===== src/rtl/serial_addsub.sv =====
// Bit-serial add/subtract: one bit slice with a registered carry/borrow walks the
// operands LSB first and publishes the parallel result once all WIDTH bits are done.
module serial_addsub #(
    parameter int WIDTH = 8,
    parameter int CW    = 6
) (
    input  logic             clk,
    input  logic             rst_n,
    input  logic             start,
    input  logic             op,
    input  logic [WIDTH-1:0] a,
    input  logic [WIDTH-1:0] b,
    output logic             busy,
    output logic             done,
    output logic [WIDTH-1:0] result,
    output logic             cout
);

    typedef enum logic [1:0] {IDLE, RUN, DONE} state_t;

    state_t           state_q, state_d;
    logic [WIDTH-1:0] a_q, a_d, b_q, b_d;
    logic [WIDTH-1:0] sr_q, sr_d, sr_shift;
    logic [WIDTH-1:0] result_q, result_d;
    logic [CW-1:0]    cnt_q, cnt_d;
    logic             op_q, op_d, c_q, c_d, cout_q, cout_d;
    logic             x, y, s, c_next;

    // Single bit slice shared by add and subtract; only the carry term differs.
    assign x      = a_q[0];
    assign y      = b_q[0];
    assign s      = x ^ y ^ c_q;
    assign c_next = op_q ? ((~x & y) | (~(x ^ y) & c_q))
                         : ((x & y) | (c_q & (x ^ y)));

    generate
        if (WIDTH == 1) begin : g_w1
            assign sr_shift = s;
        end else begin : g_wn
            assign sr_shift = {s, sr_q[WIDTH-1:1]};
        end
    endgenerate

    always_comb begin
        state_d  = state_q;
        a_d      = a_q;
        b_d      = b_q;
        op_d     = op_q;
        sr_d     = sr_q;
        cnt_d    = cnt_q;
        c_d      = c_q;
        result_d = result_q;
        cout_d   = cout_q;
        case (state_q)
            IDLE: begin
                if (start) begin
                    a_d     = a;
                    b_d     = b;
                    op_d    = op;
                    c_d     = 1'b0;
                    cnt_d   = '0;
                    state_d = RUN;
                end
            end
            RUN: begin
                sr_d  = sr_shift;
                a_d   = a_q >> 1;
                b_d   = b_q >> 1;
                c_d   = c_next;
                cnt_d = cnt_q + CW'(1);
                // Publish on the last bit so the partial shift register never reaches result.
                if (cnt_q == CW'(WIDTH - 1)) begin
                    result_d = sr_shift;
                    cout_d   = c_next;
                    state_d  = DONE;
                end
            end
            DONE:    state_d = IDLE;
            default: state_d = IDLE;
        endcase
    end

    always_ff @(posedge clk) begin
        if (!rst_n) begin
            state_q  <= IDLE;
            a_q      <= '0;
            b_q      <= '0;
            op_q     <= 1'b0;
            sr_q     <= '0;
            cnt_q    <= '0;
            c_q      <= 1'b0;
            result_q <= '0;
            cout_q   <= 1'b0;
        end else begin
            state_q  <= state_d;
            a_q      <= a_d;
            b_q      <= b_d;
            op_q     <= op_d;
            sr_q     <= sr_d;
            cnt_q    <= cnt_d;
            c_q      <= c_d;
            result_q <= result_d;
            cout_q   <= cout_d;
        end
    end

    assign busy   = (state_q == RUN);
    assign done   = (state_q == DONE);
    assign result = result_q;
    assign cout   = cout_q;

endmodule

===== config.mk =====
export PLATFORM = sky130hd
export DESIGN_NAME = serial_addsub
export DESIGN_NICKNAME = d
export VERILOG_FILES = /design/src/rtl/serial_addsub.sv
export SDC_FILE = /design/constraint.sdc
export NUM_CORES = 1
export LEC_CHECK = 0
export BUFFER_PORTS_ARGS = -buffer_cell sky130_fd_sc_hd__buf_2
export CORE_MARGIN = 8
export CORE_UTILIZATION = 45
export DETAILED_ROUTE_END_ITERATION = 10
export GPL_TIMING_DRIVEN = 0
export MAX_ROUTING_LAYER = met4
export PLACE_DENSITY = 0.72
export SYNTH_ARGS = -nofsm -noshare
export SYNTH_HDL_FRONTEND = slang
export SYNTH_SLANG_ARGS = --single-unit

===== constraint.sdc =====
create_clock -name clk -period 4.2 [get_ports clk]
set_input_delay 0.21 -clock clk [delete_from_list [all_inputs] [get_ports clk]]
set_output_delay 0.21 -clock clk [all_outputs]
set_load 0.03 [all_outputs]

After elaboration in Yosys (flattened, before gate mapping)
Index checks and enable logic that the tools add are counted.

operators by class
  add/subtract/negate cells = 1
  mux-type cells = 12
  bitwise gates (word level) = 10
  reduce and logical (&&, ||, !) cells = 6
  equal/unequal tests = 5

operators with widths
  kind                                                    number
  case mux 8 bit (2 select lines)                         2
  two-way mux 8 bit                                       2
  case mux 6 bit (2 select lines)                         1
  AND reduction 2 bit                                     4
  adder 6 x 1 -> 6 bit (second input constant)            1
  == test 6 x 3 -> 1 bit (second input constant)          1
  two-way mux 6 bit                                       1
  bitwise AND 1 bit                                       4
  two-way mux 2 bit                                       2
  case mux 2 bit (2 select lines)                         1
  == test 2 x 1 -> 1 bit (second input constant)          1
  == test 2 bit (second input constant)                   1
  zero test 2 bit                                         1
  two-way mux 1 bit                                       2
  inequality test 2 x 1 -> 1 bit (second input constant)  1
  inequality test 2 bit (second input constant)           1
  inverter 1 bit                                          2
  OR 1 bit                                                2
  case mux 1 bit (2 select lines)                         1
  nonzero test 2 bit                                      1
  XOR 1 bit                                               2

word-level totals
  bits of input ports = 20
  output and inout port bits = 11
  bits in registers = 43
  word-level logic and storage cells = 43

Logic depth before layout (Yosys ltp)
Gate-level depths: netlist (run 1).

  depth after elaboration = 6
  gate-level depth with buffers = 7
  mapped depth without buffers = 5

Worst setup path before layout (run 1)
Ideal clock, no wire load.

  path kind = register to register
  from = reg state_q[0]
  to = reg a_q[1]
  data required time = 4081 ps
  data arrival time = 1260 ps
  setup time = 119 ps
  buffers on the path = 3
  stages on the path, launching flop included = 7
  path slack = 2822 ps
  period minus slack after synthesis = 1378 ps
  cell sequence = dfxtp_1 buf_6 or3b_1 buf_2 buf_6 o221ai_1 nor2_1

between the ends
  longest elaborated chain between the ends = 3
  elaborated cells on any way between the ends = 6
  classes of those cells = 2 x eq/ne; 1 x mux; 3 x reduce/logical

ends and longest elaborated chain
  what                                                                   line  text
  from (decl)                                                            21    state_t state_q, state_d;
  from (signal assigned)                                                 95    state_q <= state_d;
  == test 2 x 1 -> 1 bit or zero test 2 bit (tied branches)              54    case (state_q)
  nonzero test 2 bit (no line) or inequality test 2 bit (tied branches)  -
  AND reduction 2 bit (no line)                                          -
  to (signal assigned)                                                   86    a_q <= '0;
  to (signal assigned)                                                   96    a_q <= a_d;
  to (decl)                                                              22    logic [WIDTH-1:0] a_q, a_d, b_q, b_d;

Parallel ways exist; a longest one is shown, timed or not.
A chain may end at the register's enable or synchronous reset.

Final worst setup path (run 1)
  from = reg state_q[1]
  to = out busy

between the ends
  longest elaborated chain between the ends = 1

ends and longest elaborated chain
  what                    line  text
  == test 2 x 1 -> 1 bit  107   assign busy = (state_q == RUN);
  to (decl)               13    output logic busy,

No other way between the ends.

==> results of run 1 <==
power by group through the flow:
stage	Clock [W]	Combinational, W	Sequential [W]
2_1_floorplan	0	0.0000578	0.000433
3_3_place_gp	0	0.0000803	0.000435
6_report	0.000329	0.0000808	0.000426
4_1_cts	0.000332	0.0000816	0.000426
3_5_place_dp	0	0.0000813	0.000435
5_1_grt	0.000350	0.0000914	0.000428
worst reg2reg max path: cells and delay by family (launching register included):
| family | cells | cell delay [ns] |
|---|---|---|
| muxes | 1 | 0.20 |
| and+or+nand+nor | 2 | 0.66 |
| buffers and inverters | 1 | 0.25 |
| DFF | 1 | 0.35 |
final cells by class:
cell class | instances | area, µm²
multi-input cells | 135 | 826
clock buffers | 5 | 68.8
well taps | 50 | 62.6
repair buffers | 29 | 145
fillers | 387 | 1810
clock inverters | 3 | 43.8
plain buffers | 15 | 93.8
inverters | 5 | 18.8
flip-flops and latches | 42 | 841
kinds of logic (layout without fill, tap and decap cells):
kind of cell	Yosys count	after routing	share of synthesized area
mux	11	11	0.0626
buf+inv	20	57	0.0633
flops	42	42	0.473
simple gates	82	82	0.203
fa+ha+maj	3	3	0.0295
compound gates	39	39	0.169
layer usage:
layer  vias up  global-route usage  wire length (µm)
li1        759                   -                 -
met1       697               0.149              1790
met3         7              0.0451               158
met4         0              0.0556                61
met2        22               0.196              1740
met5         -                   -                 0
flip-flops by register name, indices dropped and copies added (netlist names):
| register | flops |
|---|---|
| a_q | 8 |
| b_q | 8 |
| c_q | 1 |
| cnt_q | 6 |
| cout | 1 |
| op_q | 1 |
| result | 8 |
| sr_q | 7 |
| state_q | 2 |
synthesized netlist by cell type (2+ instances only):
master    number
clkbuf_1       7
a21oi_1        9
nor3_1         3
inv_1          4
a22oi_1        2
buf_6          4
nor2_1        31
a32o_1         2
o221ai_1      13
buf_2          3
mux2i_1       10
a211oi_1       2
dfxtp_1       42
nand2_1       33
a22o_1         2
fa_1           2
nor2b_1        3
nand3_1        3
or3_1          3
per-stage QoR:
step | power (W) | utilization | hold slack, ns
CTS | 0.000839 | 0.536 | 0.141
global placement | 0.000515 | 0.508 | 0.438
floorplan | 0.000491 | - | 0.354
global route | 0.000870 | 0.536 | 0.145
detailed placement | 0.000516 | 0.508 | 0.446
finish | 0.000836 | 0.536 | 0.134
how the worst min path moves through the flow:
stage / cells past startpoint / start / slack, ns / to
3_5_place_dp: 2 / result[5] / 0.45 / result[5]
6_report: 3 / op / 0.13 / op_q
4_1_cts: 3 / op / 0.14 / op_q
5_1_grt: 3 / op / 0.15 / op_q
3_3_place_gp: 3 / op / 0.44 / op_q
2_1_floorplan: 2 / op / 0.35 / op_q
==> summary.md, run 1 <==
| Metric | Value |
|---|---|
| Max-Cap Viols | 0 |
| Leak | 0.837 nW |
| H-tree depth | 2 |
| Deepest clock path buffer count | 2 |
| Worst slew pin tran | 0.530 ns |
| # clock sinks | 42 |
| FMAX | 571 MHz |
| Setup WS pre-CTS | 2.71 ns |
| Finished Cell Area | 2100 µm² |
| R2R Path Start | cnt_q[3] |
| Initial antenna violation count | 0 |
| Post-DR wirelength/cell | roughly 13 µm |
| Final Max Slew Viols | 0 |
| DR pass1 iterations | 4 |
| Post-synth EDFFs | 0 |
| Post-DP HPWL | approximately 2600 µm |
| Starting density of the core | 0.455 |
| Buffers on Ports | 29 |
| Vias in the first global route | 1,376 |
| Slew headroom | 0.647 |
| Setup crit start kind | flip-flop |
| Antenna-violating nets left | 0 |
| Placed cell area | 1990 µm² |
| Die Span X | 78.9 µm |
| Post-synth top area cell | dfxtp_1 |
| Core Region | 3910 µm² |
| Row cnt | 23 |
| Placed Cells incl. Taps | 276 |
| Pin count of the biggest net entering global routing | 15 |
| CP delay by family, top | buffers and inverters |
| First-pass GRT wire length | 6180 µm |
| R2R setup slack | ~2.7 ns |
| Reg power frac | 0.510 |
| Iter 0 DRT Violations | 90 |
| Delay of the slowest critical-path stage | 0.31 ns |
| Clock Tree Root | clkbuf_8 |
| Post-synthesis register bit count | 42 |
| Psw | 0.000208 W |
| CP Cell Sequence | buf_6 > nand2b_4 > buf_6 > inv_1 > buf_2 > buf_2 |
| Maximum fanout along the worst path | 10 |
| Via-to-Cell Ratio | ~5.2 |
| Worst setup margin | 2.45 ns |
| Sequential fraction of the synthesis area | 0.473 |
| Area grow syn2layout | 18.0% |
| Critical path endpoint | busy |
| Post-CTS Hold Fix Bufs | 0 |
| PwrDens | 398 nW/µm² |
| Critical Path RT | around 4 ns |
| Final Wtd Congestion | between 0.7 and 0.8 |
| Share of post-route cells with drive strength above 1 | 0.218 |
| Worst VDD drop | 0.000319 V |
| Synthesized area per cell | ~9.0 µm² |
| Most frequent cells in the layout | 42 x dfxtp_1, 33 x nand2_1, 32 x buf_2 |
| CTS tree | yes |
| Net Count, Synth | 220 |
| CTS resizes | 0 |
| Crit path launch | state_q[1] |
| R2R cell count | 4 |
| Worst skew pair latency | slightly above 0.3 ns |
| Final non-filler cell total | 284 |
| RSZ-0062 raised after global routing | false |
| WP depth | 6 |
| Post-synth top area share | 0.473 |
| Clock Skew | 0.00832 ns |
| HP Class | input pin to flip-flop |
| Ranking of synthesized cells by area | dfxtp_1 47%, nand2_1 7.0%, nor2_1 6.5% |
| Sw frac | 0.248 |
| I/O pins | 31 |
| Total grt overflow | 0 |
| Die ar. | roughly 6200 µm² |
| Worst Path Buf+Inv | 5 |
| Internal power | 0.000628 W |
| Vias | 1,485 |
| R2R Path End | cout |
| Clock share of power | 0.394 |
| DRC errors left | 0 |
| Status | finished clean |
| Mapped cell area | about 1800 µm² |
| CP Class | flip-flop to output port |
| All-Layer GR Usage | 0.128 |
| Synth Warn # | 0 |
| Commonest non-fill, non-tap cell in the layout | dfxtp_1 |
| Minimum clock period | 1.75 ns |
| Routed WL | 3750 µm |
| Cells after synthesis | slightly below 200 |
| Post-synth ARST share | 0 |
| Clock-pin slew on the worst setup and hold paths | 0.08 ns |
| Final net count | 256 |
| Die Y | 78.9 µm |
| Netlist cell types | 38 |
| Primary FF master, synth | dfxtp_1 |
| Setup TNS | 0 ns |
| Num CTS Buffers | 5 |
| ANT cells | 0 |
| CP max stage cell | dfxtp_1 |
| Logic pwr share | 0.097 |
| Final period util | 0.417 |
| CP endpoint kind | output port |
| Final Hold Fails | 0 |
| Count of final setup violators | 0 |
| Number of post-CTS setup repair buffers | 0 |
| WP data arrival | about 1.5 ns |
No activity file was read; power rests on OpenSTA's default activity.
==> run 2, diff against run 1 <==
Settings changed: PLACE_DENSITY 0.72 to 0.75.
Clock period 4.2 ns to 1.6 ns, I/O delays scaled along.
==> run 2 against run 1 <==
Setup slack worse by 2.4 ns. Cell count is 0.35% lower. Combinational power increased to 2.7 times the previous value. Die area did not move. Total power rose to 2.6 times the previous value. First-iteration DRC count decreased by 4.4%. Sequential share of layout area fell by 0.21 points. Register-to-register slack lost 2.6 ns. Non-clock buffer count stayed put. Flip-flop and latch count did not move. Highest routed layer unchanged.
==> summary.md, run 2 (synthesized netlist as in run 1, its figures left out) <==
| Metric | Value |
|---|---|
| Status | finished clean |
| Deepest clock path buffer count | 2 |
| Leak | between 0.8 and 0.9 nW |
| Final Wtd Congestion | 0.804 |
| Total grt overflow | 0 |
| Via-to-Cell Ratio | between 5 and 6 |
| Post-DR wirelength/cell | about 14 µm |
| Most frequent cells in the layout | 42 x dfxtp_1, 33 x nand2_1, 31 x nor2_1 |
| Worst VDD drop | 0.000770 V |
| Critical Path RT | 1.78 ns |
| HP Class | input pin to flip-flop |
| All-Layer GR Usage | 0.133 |
| I/O pins | 31 |
| Final Max Slew Viols | 0 |
| Starting density of the core | 0.455 |
| Finished Cell Area | 2110 µm² |
| First-pass GRT wire length | 6290 µm |
| Row cnt | 23 |
| H-tree depth | 2 |
| Die Span X | 78.9 µm |
| Routed WL | 3860 µm |
| Number of post-CTS setup repair buffers | 0 |
| Pin count of the biggest net entering global routing | 13 |
| Max-Cap Viols | 0 |
| CP Cell Sequence | buf_6 > or3b_1 > buf_2 > buf_6 > o221ai_1 > nor2_1 |
| Minimum clock period | 1.54 ns |
| Buffers on Ports | 29 |
| Slew headroom | 0.635 |
| Final Hold Fails | 0 |
| CP endpoint kind | flip-flop |
| Vias | 1,505 |
| Power Total | approximately 0.0022 W |
| Placed cell area | 1990 µm² |
| CP max stage cell | or3b_1 |
| FMAX | ~650 MHz |
| Clock-pin slew on the worst setup and hold paths | 0.08 ns |
| DR pass1 iterations | 6 |
| Die Y | just under 80 µm |
| PwrDens | 1040 nW/µm² |
| Maximum fanout along the worst path | 10 |
| Critical Path Most Common Cell | buf_6 |
| Area grow syn2layout | 18.6% |
| Clock Tree Root | clkbuf_8 |
| Commonest non-fill, non-tap cell in the layout | dfxtp_1 |
| WHS | roughly 0.017 ns |
| Post-DP HPWL | 2730 µm |
| Clock Skew | roughly 0.008 ns |
| Antenna-violating nets left | 0 |
| Final net count | 256 |
| Vias in the first global route | 1,425 |
| Num CTS Buffers | 5 |
| Post-CTS Hold Fix Bufs | 0 |
| Worst skew pair latency | 0.30 ns |
| Core Region | 3910 µm² |
| Die ar. | 6220 µm² |
| Delay of the slowest critical-path stage | ~0.37 ns |
| RSZ-0062 raised after global routing | false |
| Count of final setup violators | 0 |
| Iter 0 DRT Violations | between 80 and 90 |
| # clock sinks | 42 |
| Share of post-route cells with drive strength above 1 | 0.219 |
| Setup crit start kind | flip-flop |
| CP Class | flip-flop to flip-flop |
| Fillers | 389 |
| WP data arrival | 1.72 ns |
| CTS tree | yes |
| Initial antenna violation count | 0 |
| Setup TNS | 0 ns |
| DRC errors left | 0 |
| Final period util | 0.961 |
| Worst slew pin tran | around 0.55 ns |
| ANT cells | 0 |
[run 2: changes by cell type in the layout (fill, tap and decap cells not counted)]
cell      before  now
clkinv_2       1    0
buf_4          1    3
o221ai_1      13   12
o221ai_2       0    1
clkbuf_8       5    6
buf_2         32   30
inv_6          1    0
[run 2: area by class of cell]
cell class,count,area [µm²],area share
Buffer,15,96.3,0.0456
Clock buffer,6,82.6,0.0391
Clock inverter,1,30.0,0.0142
Inverter,5,18.8,0.00889
Multi-Input combinational cell,135,832,0.394
Sequential cell,42,841,0.398
Tap cell,50,62.6,0.0296
Timing Repair Buffer,29,148,0.0699
[run 2: through the flow]
step | std cells | util | worst slack [ns]
after CTS | 283 | 0.537 | 0.00774
after global routing | 283 | 0.539 | 0.00423
after detailed placement | 276 | 0.508 | 0.0993
after global placement | 276 | 0.508 | 0.103
after floorplan | 197 | - | 0.222
final | 283 | 0.539 | 0.0624
[run 2: path summary, 6_finish.rpt]
| kind | from | to | slack (ns) | depth (start not counted) |
|---|---|---|---|---|
| worst min-delay path | op | op_q | 0.02 | 3 |
| worst min register to register | result[6] | result[6] | 0.45 | 2 |
| worst max register to register | state_q[0] | a_q[2] | 0.06 | 6 |
| worst max-delay path | state_q[0] | a_q[2] | 0.06 | 6 |
[run 2: critical path, delay by kind of cell, from the launching register on]
| kind | cells | cell delay [ns] |
|---|---|---|
| AO/OA/AOI/OAI | 1 | 0.19 |
| buffers and inverters | 3 | 0.45 |
| flip-flops | 1 | 0.31 |
| AND/OR/NAND/NOR | 2 | 0.45 |
[run 2: report_power, final]
group | total [W] | switching (W) | internal [W]
Clock | 0.000850 | 0.000351 | 0.000499
Combinational | 0.000218 | 0.000124 | 0.0000939
Sequential | 0.00112 | 0.0000287 | 0.00109
[run 2: layer usage]
layer	share of wire	GRT usage
met1	0.44	0.140
met2	0.50	0.215
met3	0.032	0.0418
met4	0.030	0.0796
met5	0	-
[run 2: repair_timing]
item / 4_1_cts / 5_1_grt
gates resized for setup: 1 / 3
endpoints found under the setup margin: 1 / 2
hold endpoints to repair: 0 / 0
